<file path="config.mk">
export PLATFORM = sky130hd
export DESIGN_NAME = instr_fetch_responder
export DESIGN_NICKNAME = d
export VERILOG_FILES = /design/src/rtl/instr_fetch_responder.sv
export SDC_FILE = /design/constraint.sdc
export NUM_CORES = 1
export LEC_CHECK = 0
export CORE_AREA = 2 2 92 94
export DETAILED_ROUTE_END_ITERATION = 7
export DIE_AREA = 0 0 94 96
export PLACE_DENSITY = 0.77
export SLEW_MARGIN = 30
export SYNTH_ARGS = -nofsm -noshare
export SYNTH_HDL_FRONTEND = slang
export SYNTH_SLANG_ARGS = --single-unit
export TNS_END_PERCENT = 20
</file>
<file path="constraint.sdc">
create_clock -name clk -period 2.13 [get_ports clk]
set_clock_uncertainty 0.15 [all_clocks]
set_input_delay 0.426 -clock clk [delete_from_list [all_inputs] [get_ports clk]]
set_output_delay 0.426 -clock clk [all_outputs]
set_load 0.1 [all_outputs]
</file>
<file path="src/rtl/instr_fetch_responder.sv">
// Instruction-fetch responder: accepts a PC, reads a word from a fixed-latency
// memory (or faults), and holds the response until the consumer takes it.
module instr_fetch_responder #(
  parameter int          MEM_WORDS   = 1024,
  parameter int          WAIT_CYCLES = 2,
  parameter logic [31:0] NOP_INSTR   = 32'h00000013,
  localparam int         AW          = (MEM_WORDS > 1) ? $clog2(MEM_WORDS) : 1
) (
  input  logic          clk,
  input  logic          rst_n,
  input  logic          req_valid,
  output logic          req_ready,
  input  logic [31:0]   req_addr,
  input  logic          flush,
  output logic          rsp_valid,
  input  logic          rsp_ready,
  output logic [31:0]   rsp_instr,
  output logic [31:0]   rsp_addr,
  output logic          rsp_fault,
  output logic          mem_en,
  output logic [AW-1:0] mem_addr,
  input  logic [31:0]   mem_rdata
);

  localparam logic [1:0] IDLE = 2'd0;
  localparam logic [1:0] WAIT = 2'd1;
  localparam logic [1:0] RESP = 2'd2;
  localparam logic [3:0] WAIT_INIT = 4'(WAIT_CYCLES);

  logic [1:0] state;
  logic [3:0] cnt;
  logic       accept;
  logic       fault;

  assign req_ready = ~flush & ((state == IDLE) | ((state == RESP) & rsp_ready));
  assign accept    = req_valid & req_ready;
  // Full 30-bit word index compare so high addresses cannot alias into memory.
  assign fault     = (req_addr[1:0] != 2'b00) |
                     ({2'b00, req_addr[31:2]} >= 32'(MEM_WORDS));
  assign rsp_valid = (state == RESP);
  assign mem_en    = (state == WAIT);

  always_ff @(posedge clk or negedge rst_n) begin
    if (!rst_n) begin
      state     <= IDLE;
      cnt       <= '0;
      rsp_instr <= NOP_INSTR;
      rsp_addr  <= '0;
      rsp_fault <= 1'b0;
      mem_addr  <= '0;
    end else if (flush) begin
      state <= IDLE;
      cnt   <= '0;
    end else if (accept) begin
      rsp_addr <= req_addr;
      cnt      <= WAIT_INIT;
      if (fault) begin
        state     <= RESP;
        rsp_fault <= 1'b1;
        rsp_instr <= NOP_INSTR;
      end else begin
        state    <= WAIT;
        mem_addr <= req_addr[AW+1:2];
      end
    end else begin
      case (state)
        WAIT: begin
          if (cnt == 4'd1) begin
            rsp_instr <= mem_rdata;
            rsp_fault <= 1'b0;
            cnt       <= '0;
            state     <= RESP;
          end else begin
            cnt <= cnt - 4'd1;
          end
        end
        RESP:    if (rsp_ready) state <= IDLE;
        IDLE:    ;
        default: state <= IDLE;
      endcase
    end
  end

endmodule

</file>
* Word level (Yosys, flattened, before mapping)
Index checks and enable logic that the tools add are counted.
Operators by class: equality and inequality tests 7, $add $sub $neg 1, order comparisons 1, bitwise gates (word level) 7, mux-type cells 18, reductions and logical operators 9
Operators by type and width (count):
- 2-to-1 mux 32 bit | 4
- >= comparator 30 x 11 -> 1 bit (second input constant) | 1
- 2-to-1 mux 4 bit | 4
- 2-to-1 mux 2 bit | 5
- != test 4 x 2 -> 1 bit (second input constant) | 2
- one-hot mux 2 bit (3 select lines) | 1
- AND reduction 3 bit | 2
- nonzero test 2 bit | 3
- == test 4 x 1 -> 1 bit (second input constant) | 1
- 2-to-1 mux 1 bit | 4
- AND reduction 4 bit | 1
- subtractor 4 x 1 -> 4 bit (second input constant) | 1
- bitwise AND 1 bit | 3
- != test 3 bit (second input constant) | 1
- nonzero test 3 bit | 1
- == test 2 x 1 -> 1 bit (second input constant) | 1
- == test 2 bit (second input constant) | 1
- logical NOT 2 bit | 1
- != test 2 x 1 -> 1 bit (second input constant) | 1
- NOT 1 bit | 2
- OR 1 bit | 2
- AND reduction 2 bit | 1
Word-level totals: output and inout port bits 78, input port bits 69, register bits after elaboration 81

* Longest topological paths before layout
Gate-level depths: netlist (run 1).
depth in word-level cells 7, depth in mapped cells 8, gate-level depth less buffers 6

* Worst setup path after synthesis (run 1)
OpenSTA, ideal clock, no wires.
path kind flip-flop to output port, start register state[0], end output rsp_valid, arrival 1740 ps, path buffers 0, setup slack -186 ps, required time 1554 ps, stages on the path, launching flop included 2, path through dfrtp_1 > nor2b_1
Between the ends: longest elaborated chain between the ends 1
Ends and longest elaborated chain:
- from (decl) | RTL line 30 | logic [1:0] state;
- from (signal assigned) | RTL line 45 | state <= IDLE;
- from (signal assigned) | RTL line 52 | state <= IDLE;
- from (signal assigned) | RTL line 58 | state <= RESP;
- == test 2 bit | RTL line 40 | assign rsp_valid = (state == RESP);
- to (decl) | RTL line 15 | output logic rsp_valid,
No other way between the ends.

* Worst setup path after layout (run 1)
start input req_addr[17], end register mem_addr[1]
Between the ends: longest elaborated chain between the ends 4
Ends and longest elaborated chain:
- from (decl) | RTL line 13 | input logic [31:0] req_addr,
- >= comparator 30 x 11 -> 1 bit | RTL line 39 | ({2'b00, req_addr[31:2]} >= 32'(MEM_WORDS));
- OR 1 bit | RTL line 38 | assign fault = (req_addr[1:0] != 2'b00) |
- NOT 1 bit (no source line)
- AND reduction 3 bit (no source line)
- to (signal assigned) | RTL line 63 | mem_addr <= req_addr[AW+1:2];
- to (decl) | RTL line 21 | output logic [AW-1:0] mem_addr,
No other way between the ends. A chain may end at the register's enable or synchronous reset.

==> flow_metrics.env, run 1 <==
export IMPL_slew_viol_final=0
export IMPL_seq_area_um2=2030
export IMPL_synthSimpleGateAreaFrac_pct=24.0
export IMPL_die_height_um=96
export IMPL_crit_path_top_delay_cell="clkdlybuf4s50_1"
export IMPL_holdPathStages=3
export IMPL_status="completed"
export IMPL_tritoncts="built"
export IMPL_yosysTopAreaCell="dfrtp_1"
export IMPL_ys_seq_elements=81
export IMPL_synth_mux_area_share_pct=4.01
export IMPL_synth_edf_count=0
export IMPL_cts_root_buf="clkbuf_8"
export IMPL_synthTopCellsByCount="nand2_1, dfrtp_1, o21ai_1"
export IMPL_synth_compound_area_share_pct=6.08
export IMPL_worstPathRequired_ps=2210
export IMPL_instances_no_fill=623
export IMPL_rows=33
export IMPL_grtUsageTotal_pct=20.0
export IMPL_synth_top_family_by_area="simple AND/OR/NAND/NOR gates"
export IMPL_wl_per_cell_um=14.1
export IMPL_initial_utilization_pct=41.1
export IMPL_grt_pass1_vias=2964
export IMPL_synth_most_common_cell="nand2_1"
export IMPL_grt_start_max_net_pins=44
export IMPL_drcViolationCount=0
export IMPL_tightest_slew_ps=587
export IMPL_holdWs_ps=192
export IMPL_dpl_hpwl_um=6410
export IMPL_nFillCells=656
export IMPL_power_frac_clock_pct=27.1
export IMPL_multiInputGateArea_um2=1210
export IMPL_hold_class="in2reg"
export IMPL_fmax_ghz=0.481
export IMPL_worst_ir_drop_vdd_mv=0.571
export IMPL_switchingPower_w=0.00155
export IMPL_slowest_delay_ps=430
export IMPL_antenna_found_initial=1
export IMPL_crit_type="in2reg"
export IMPL_yosys_top_cells_area="dfrtp_1, nand2_1, o21ai_1"
export IMPL_worstSetupStartpointType="primary input"
export IMPL_crit_fanout=5
export IMPL_fin_crit_sh_pct=97.6
export IMPL_drv_cap=0
export IMPL_netlist_instances=349
export IMPL_post_synth_cell_area_avg_um2=9.49
export IMPL_sw_frac_of_total_pct=38.4
export IMPL_coreArea_um2=8050
export IMPL_routed_via_density=4.72
export IMPL_cp_cell_sequence="clkdlybuf4s50_1 -> nor4_2 -> nand4_1 -> nor3_4 -> buf_6 -> mux2_2"
export IMPL_layout_drive_gt1_share_pct=28.2
export IMPL_min_to="rsp_addr[13]"
export IMPL_port_buffers=146
export IMPL_finalCriticalPeriod_ps=2080
export IMPL_h_tree_depth=3
export IMPL_seqPwrFrac_pct=41.8
export IMPL_p_comb_share_pct=31.1
export IMPL_reg2regPathDepth=7
export IMPL_r2r_end="rsp_instr[2]"
export IMPL_synthFlopType="dfrtp_1"
export IMPL_synthesis_area_um2=3310
export IMPL_p_leak_nw=2.65
export IMPL_dieArea_um2=9020
export IMPL_synth_async_sr_flop_share_pct=100
export IMPL_cts_clk_slew_worst_paths_ps=80
export IMPL_slew_headroom_pct=60.9
export IMPL_cp_end_kind="flop"
export IMPL_routed_wl_um=8780
export IMPL_synthAdderAreaFrac_pct=0.756
export IMPL_dp_cells=602
export IMPL_hp_start="req_addr[13]"
export IMPL_cp_arrival_ps=2160
export IMPL_drt_iter0_markers=62
export IMPL_drt_first_pass_iters=4
export IMPL_syn_nets=420
export IMPL_vias=2942
export IMPL_dieWidth_um=94
export IMPL_synth_xor_area_share_pct=0
export IMPL_gp_congestion=0.819
export IMPL_clk_path_buf_depth=2
export IMPL_ys_seq_area_share_pct=61.3
export IMPL_hold_viol_final=0
export IMPL_power_density_nw_per_um2=777
export IMPL_cts_buffers=9
export IMPL_pin_count=147
export IMPL_nets=583
export IMPL_grt_overflow=0
export IMPL_yosysUniqueCellTypes=32
export IMPL_utilization_pct=64.6
export IMPL_p_int_w=0.00249
export IMPL_drtAntennaViolNets=0
export IMPL_grt_pass1_wl_um=14000
export IMPL_rrSetupSlack_ps=120
export IMPL_setup_tns_ps=0
export IMPL_finalSetupViolCount=0
export IMPL_clkLatencyLatePin_ps=340
export IMPL_rr_startpoint="cnt[1]"
export IMPL_synth_warnings=0
export IMPL_area_growth_pct=57.2
export IMPL_cts_sinks=81
export IMPL_yosysTopAreaCellShare_pct=59.0
==> metal layers <==
metal,wire length [um],global-route usage [%],vias to the layer above
li1,-,-,1445
met1,3720,24.2,1366
met2,4050,33.2,122
met3,898,7.52,9
met4,106,6.52,0
met5,0,0,-
==> logic make-up (layout without fill, tap and decap cells) <==
kind of cell    Yosys count  after routing
mux                      12             12
flops                    81             81
other cells               0              1
simple gates            192            192
compound gates           39             39
buf+inv                  23            191
fa+ha+maj                 2              2
==> critical path, delay by kind of cell <==
family	cells	cell delay, ps
simple gates	3	800
buf+inv	2	600
mux	1	340
==> layout by cell type (no fill, tap or decap), drive strengths merged <==
master / n
a21oi: 6
and2: 1
and3: 1
buf: 103
bufinv: 1
clkbuf: 10
clkdlybuf4s50: 55
clkinv: 1
clkinvlp: 4
dfrtp: 78
dfstp: 3
diode: 1
dlygate4sd3: 1
dlymetal6s2s: 12
ha: 2
inv: 4
mux2: 10
mux2i: 2
nand2: 159
nand2b: 2
nand3: 1
nand4: 1
nor2: 9
nor2b: 1
nor3: 7
nor3b: 1
nor4: 6
o21a: 1
o21ai: 31
o311ai: 1
or2: 1
or3: 1
or3b: 1
==> how the worst max path moves through the flow <==
stage | cells after the start | from | slack, ps | end
2_1_floorplan | 3 | flush | 110 | req_ready
3_3_place_gp | 7 | req_addr[30] | -430 | mem_addr[1]
3_5_place_dp | 7 | req_addr[30] | -480 | mem_addr[1]
4_1_cts | 7 | req_addr[18] | 6 | mem_addr[3]
5_1_grt | 6 | req_addr[27] | -20 | mem_addr[8]
6_report | 6 | req_addr[17] | 50 | mem_addr[1]
==> sequential cells by signal (all words and copies together), names as in the netlist <==
| name | cells |
|---|---|
| rsp_addr | 32 |
| rsp_instr | 32 |
| state | 2 |
| rsp_fault | 1 |
| mem_addr | 10 |
| cnt | 4 |
==> metrics by stage <==
stage	worst slack [ps]	total power (W)	area, um^2
finish	52.1	0.00404	5200
global route	-19.8	0.00423	5200
CTS	6.09	0.00409	5120
detailed placement	-483	0.00298	4890
global placement	-431	0.00297	4890
floorplan	107	0.00256	3310
==> area by class of cell <==
class                           instances  share of cell area, %
Antenna cell                            1                 0.0481
Clock buffer                           10                   2.45
Clock inverter                          6                   1.32
Inverter                                4                  0.288
Multi-Input combinational cell        245                   23.3
Sequential cell                        81                   39.0
Tap cell                              105                   2.52
Timing Repair Buffer                  171                   31.1
==> power by group through the flow <==
stage / logic (W) / clock network, W / registers, W
2_1_floorplan: 0.000147 / 0 / 0.00242
3_3_place_gp: 0.00125 / 0 / 0.00172
3_5_place_dp: 0.00126 / 0 / 0.00172
4_1_cts: 0.00126 / 0.00114 / 0.00169
5_1_grt: 0.00131 / 0.00121 / 0.00171
6_report: 0.00126 / 0.00109 / 0.00169
==> timing repair <==
item / CTS / global route
gates resized for setup: 4 / 20
endpoints found under the hold margin: 37 / 0
cloned: 0 / 1
endpoints found under the setup margin: 38 / 44
buffers inserted: 0 / 2
hold buffers: 1 / 0
pin swaps: 1 / 6
No activity file was read; power rests on OpenSTA's default activity.
==> inputs of run 2 (changes only) <==
--- a/config.mk
+++ b/config.mk
@@ -5,10 +5,11 @@
 export SDC_FILE = /design/constraint.sdc
 export NUM_CORES = 1
 export LEC_CHECK = 0
-export CORE_AREA = 2 2 92 94
+export ABC_AREA = 1
+export CORE_AREA = 2 2 93 95
 export DETAILED_ROUTE_END_ITERATION = 7
-export DIE_AREA = 0 0 94 96
-export PLACE_DENSITY = 0.77
+export DIE_AREA = 0 0 95 97
+export PLACE_DENSITY = 0.78
 export SLEW_MARGIN = 30
 export SYNTH_ARGS = -nofsm -noshare
 export SYNTH_HDL_FRONTEND = slang
==> flow_metrics.env, run 2 <==
export IMPL_status="completed"
export IMPL_drv_cap=0
export IMPL_tritoncts="built"
export IMPL_cp_arrival_ps=1480
export IMPL_p_leak_nw=2.75
export IMPL_slew_headroom_pct=69.4
export IMPL_grt_overflow=0
export IMPL_synthesis_area_um2=3480
export IMPL_routed_wl_um=9030
export IMPL_synthSimpleGateAreaFrac_pct=29.0
export IMPL_area_growth_pct=49.7
export IMPL_wl_per_cell_um=14.0
export IMPL_utilization_pct=64.1
export IMPL_antenna_cells=0
export IMPL_synth_xor_area_share_pct=0.503
export IMPL_worstSetupStartpointType="primary input"
export IMPL_rrSetupSlack_ps=410
export IMPL_post_synth_cell_area_avg_um2=9.09
export IMPL_r2r_end="rsp_instr[23]"
export IMPL_synth_mux_area_share_pct=0
export IMPL_grt_pass1_wl_um=14300
export IMPL_yosysUniqueCellTypes=24
export IMPL_routed_via_density=4.81
export IMPL_grt_start_max_net_pins=45
export IMPL_hp_start="rsp_addr[22]"
export IMPL_pin_count=147
export IMPL_reg_top3="rsp_addr (32), rsp_instr (32), mem_addr (10)"
export IMPL_clkLatencyLatePin_ps=330
export IMPL_layout_drive_gt1_share_pct=26.1
export IMPL_clk_path_buf_depth=2
export IMPL_nFillCells=684
export IMPL_synthFlopType="dfrtp_1"
export IMPL_coreArea_um2=8130
export IMPL_ys_seq_elements=81
export IMPL_reg2regPathDepth=9
export IMPL_holdPathStages=2
export IMPL_synth_edf_count=0
export IMPL_synth_compound_area_share_pct=5.10
export IMPL_holdBufCountCts=1
export IMPL_dieWidth_um=95
export IMPL_antenna_found_initial=0
export IMPL_fin_crit_sh_pct=96.3
export IMPL_syn_nets=454
export IMPL_rsz0062_at_grt="false"
export IMPL_h_tree_depth=3
export IMPL_initial_utilization_pct=42.8
export IMPL_grt_pass1_vias=3029
export IMPL_fmax_ghz=0.487
export IMPL_die_height_um=97
export IMPL_yosysTopAreaCellShare_pct=56.1
export IMPL_setup_tns_ps=0
export IMPL_gp_congestion=0.854
export IMPL_drt_iter0_markers=134
export IMPL_nets=606
export IMPL_synth_most_common_cell="nand2_1"
export IMPL_cts_clk_slew_worst_paths_ps=90
export IMPL_hold_viol_final=0
export IMPL_synth_warnings=0
export IMPL_dieArea_um2=9220
export IMPL_drcViolationCount=0
export IMPL_yosys_top_cells_area="dfrtp_1, nand2_1, nand3_1"
export IMPL_layout_commonest_cell="nand2_1"
export IMPL_synthAdderAreaFrac_pct=0.719
export IMPL_rr_startpoint="state[1]"
export IMPL_layout_common_cells="nand2_1, buf_4, dfrtp_1"
export IMPL_drtAntennaViolNets=0
export IMPL_finalSetupViolCount=0
export IMPL_dpl_hpwl_um=6810
export IMPL_synthTopCellsByCount="nand2_1, dfrtp_1, nand3_1"
export IMPL_power_density_nw_per_um2=840
export IMPL_crit_fanout=3
export IMPL_yosysTopAreaCell="dfrtp_1"
export IMPL_ys_seq_area_share_pct=58.3
export IMPL_hold_class="reg2reg"
export IMPL_synth_top_family_by_area="simple AND/OR/NAND/NOR gates"
export IMPL_fin_total_pwr_w=0.00438
export IMPL_grtUsageTotal_pct=19.7
export IMPL_port_buffers=146
export IMPL_ctsResizeCount=0
export IMPL_cp_end_kind="primary output"
export IMPL_cp_cell_sequence="clkdlybuf4s50_1 -> nor2_2 -> nand2_2 -> inv_1 -> buf_12"
export IMPL_slew_viol_final=0
export IMPL_min_to="rsp_addr[22]"
export IMPL_drt_first_pass_iters=4
export IMPL_rows=33
export IMPL_synth_async_sr_flop_share_pct=100
export IMPL_cts_root_buf="clkbuf_8"
export IMPL_crit_path_top_delay_cell="clkdlybuf4s50_1"
export IMPL_slowest_delay_ps=450
export IMPL_cts_sinks=81
export IMPL_vias=3105
export IMPL_worst_ir_drop_vdd_mv=0.543
export IMPL_cts_setup_buffers=0
export IMPL_holdWs_ps=336
export IMPL_cts_buffers=9
export IMPL_crit_type="in2out"
export IMPL_worstPathRequired_ps=1550
export IMPL_netlist_instances=383
export IMPL_tightest_slew_ps=460
export IMPL_finalCriticalPeriod_ps=2050
==> run 2: how the worst max path moves through the flow <==
stage	start	end	cells after the start
finish	flush	req_ready	5
global route	flush	req_ready	5
CTS	flush	req_ready	5
detailed placement	flush	rsp_addr[10]	6
global placement	flush	req_ready	5
floorplan	flush	req_ready	3
==> run 2: cell families after synthesis <==
kind of cell / count (synthesis)
XOR/XNOR: 2
buffers and inverters: 42
AND/OR/NAND/NOR: 228
adder cells (fa/ha/maj): 2
flip-flops: 81
AO/OA/AOI/OAI: 28
==> run 2: power by group <==
part           leakage [nW]  switching, W  internal, W
registers              1.06     0.0000681      0.00165
clock network         0.114      0.000530     0.000782
logic                  1.57       0.00100     0.000350
total                  2.75       0.00160      0.00278
==> run 2: through the flow <==
stage	cell area [um^2]	setup slack (ps)	instances
6_report	5210	78.5	645
5_1_grt	5210	34.3	645
4_1_cts	5210	73.8	645
3_5_place_dp	4960	45.7	628
3_3_place_gp	4960	114	628
2_1_floorplan	3480	279	383
==> run 2: critical path, delay by kind of cell <==
family	cells	cell delay (ps)
buffers and inverters	3	740
and+or+nand+nor	2	310
==> run 2: area by class of cell <==
type	instances	area (um^2)	area share (%)
Clock buffer	11	131	2.52
Clock inverter	5	106	2.04
Inverter	24	90.1	1.73
Multi-Input combinational cell	260	1230	23.7
Sequential cell	81	2030	39.0
Tap cell	105	131	2.52
Timing Repair Buffer	159	1490	28.6
==> run 2: metal layers <==
layer  share of wire (%)  GRT usage [%]
met1                  41           24.2
met2                  51           33.3
met3                 5.0           4.36
met4                 2.6           7.80
met5                   0              0
==> inputs of run 3 (changes only) <==
--- a/config.mk
+++ b/config.mk
@@ -10,7 +10,8 @@
 export DETAILED_ROUTE_END_ITERATION = 7
 export DIE_AREA = 0 0 95 97
 export PLACE_DENSITY = 0.78
-export SLEW_MARGIN = 30
+export REMOVE_ABC_BUFFERS = 1
+export SLEW_MARGIN = 20
 export SYNTH_ARGS = -nofsm -noshare
 export SYNTH_HDL_FRONTEND = slang
 export SYNTH_SLANG_ARGS = --single-unit
==> flow_metrics.env, run 3 (same netlist as run 2, synthesis figures left out) <==
export IMPL_status="completed"
export IMPL_worst_ir_drop_vdd_mv=0.662
export IMPL_wl_met3_um=777
export IMPL_worstSetupStartpointType="primary input"
export IMPL_fin_total_pwr_w=0.00409
export IMPL_fin_crit_sh_pct=95.2
export IMPL_drv_cap=0
export IMPL_nFillCells=712
export IMPL_grt_overflow=0
export IMPL_cp_end_kind="primary output"
export IMPL_coreArea_um2=8130
export IMPL_layout_commonest_cell="nand2_1"
export IMPL_die_height_um=97
export IMPL_port_buffers=146
export IMPL_area_growth_pct=47.5
export IMPL_routed_via_density=4.76
export IMPL_holdPathStages=2
export IMPL_hold_viol_final=0
export IMPL_wl_per_cell_um=13.5
export IMPL_drcViolationCount=0
export IMPL_worstPathRequired_ps=1550
export IMPL_h_tree_depth=3
export IMPL_cts_buffers=9
export IMPL_crit_type="in2out"
export IMPL_cp_arrival_ps=1450
export IMPL_rr_startpoint="cnt[1]"
export IMPL_crit_buf_inv=3
export IMPL_vias=3055
export IMPL_drt_iter0_markers=105
export IMPL_slew_viol_final=0
export IMPL_rsz0062_at_grt="false"
export IMPL_clk_path_buf_depth=2
export IMPL_crit_family="buffers and inverters"
export IMPL_pin_count=147
export IMPL_grt_pass1_wl_um=14500
export IMPL_routed_wl_um=8670
export IMPL_reg_top3="rsp_addr (32), rsp_instr (32), mem_addr (10)"
export IMPL_hold_class="reg2reg"
export IMPL_setup_tns_ps=0
export IMPL_finalSetupViolCount=0
export IMPL_rows=33
export IMPL_cts_clk_slew_worst_paths_ps=80
export IMPL_p_leak_nw=2.71
export IMPL_dpl_hpwl_um=6480
export IMPL_hp_start="rsp_addr[21]"
export IMPL_antenna_found_initial=0
export IMPL_rrSetupSlack_ps=410
export IMPL_antenna_cells=0
export IMPL_highest_layer="met4"
export IMPL_power_density_nw_per_um2=797
export IMPL_nets=603
export IMPL_gp_congestion=0.768
export IMPL_wl_met2_um=4120
export IMPL_drtAntennaViolNets=0
export IMPL_cts_sinks=81
export IMPL_crit_fanout=3
export IMPL_cts_root_buf="clkbuf_8"
export IMPL_slowest_delay_ps=430
export IMPL_finalCriticalPeriod_ps=2030
export IMPL_grt_pass1_vias=3086
export IMPL_r2r_end="rsp_instr[10]"
export IMPL_fmax_ghz=0.493
export IMPL_slew_headroom_pct=73.6
export IMPL_grt_start_max_net_pins=45
export IMPL_tightest_slew_ps=397
export IMPL_min_to="rsp_addr[21]"
export IMPL_tritoncts="built"
export IMPL_layout_common_cells="nand2_1, dfrtp_1, buf_4"
export IMPL_clkLatencyLatePin_ps=340
export IMPL_layout_drive_gt1_share_pct=25.9
export IMPL_cp_cell_sequence="clkdlybuf4s50_1 -> nor2_2 -> nand2_2 -> inv_1 -> buf_12"
export IMPL_dieWidth_um=95
export IMPL_dieArea_um2=9220
export IMPL_reg2regPathDepth=8
export IMPL_crit_path_top_delay_cell="clkdlybuf4s50_1"
export IMPL_initial_utilization_pct=42.8
export IMPL_drt_first_pass_iters=4
export IMPL_grtUsageTotal_pct=19.7
export IMPL_wirelength_met1_um=3630
run 3: cell types whose count changed in the layout (fill, tap and decap cells not counted), sizes merged:
| cell | delta |
|---|---|
| buf | -3 |
| bufinv | -3 |
| clkbuf | -1 |
| clkinvlp | +1 |
| inv | +3 |
run 3: repair_timing:
| action | in CTS | in global routing |
|---|---|---|
| hold buffers | 1 | 0 |
| endpoints found under the hold margin | 21 | 0 |
| setup buffers | 0 | 0 |
| resized for setup | 0 | 0 |
run 3: how the worst max path moves through the flow:
| stage | startpoint | endpoint | slack, ps | cells after the start |
|---|---|---|---|---|
| 3_3_place_gp | req_addr[30] | state[1] | 60 | 8 |
| 4_1_cts | flush | req_ready | 100 | 5 |
| 3_5_place_dp | req_addr[29] | rsp_instr[23] | -20 | 9 |
| 6_report | flush | req_ready | 100 | 5 |
| 2_1_floorplan | state[1] | rsp_instr[10] | -400 | 8 |
| 5_1_grt | flush | req_ready | 60 | 5 |
run 3: stage by stage:
stage	area, um^2	cells	utilization, %	hold slack (ps)	setup WS, ps
3_5_place_dp	4940	625	60.7	213	-17.2
6_report	5140	642	63.2	335	101
3_3_place_gp	4940	625	60.7	211	56.1
4_1_cts	5140	642	63.2	339	97.3
2_1_floorplan	3350	365	-	-19.6	-405
5_1_grt	5140	642	63.2	363	61.0
run 3: worst register-to-register path, cell delays in order (launching register included):
cell and delay, ps:
dfrtp_1 370, inv_1 120, ha_1 190, nand2_1 110
nor2_2 210, inv_2 110, buf_12 190, nand3_1 100
nand2_1 60
run 3: layer usage:
layer  track usage (%)  up-vias
li1                  -     1497
met1              24.9     1432
met2              32.2      114
met3              6.31       12
met4              5.69        0
met5                 0        -
run 3: area by class of cell:
type | instances | area, um^2 | share of cell area (%)
clock buffers | 10 | 138 | 2.68
flip-flops and latches | 81 | 2030 | 39.5
repair buffers | 156 | 1470 | 28.5
well taps | 105 | 131 | 2.56
clock inverters | 6 | 50.0 | 0.974
multi-input cells | 260 | 1230 | 24.0
inverters | 24 | 90.1 | 1.75
run 3: where the power goes:
group	switching, W	leakage [nW]	internal, W
registers	0.0000660	1.06	0.00165
clock network	0.000570	0.0899	0.000469
logic	0.000996	1.56	0.000345
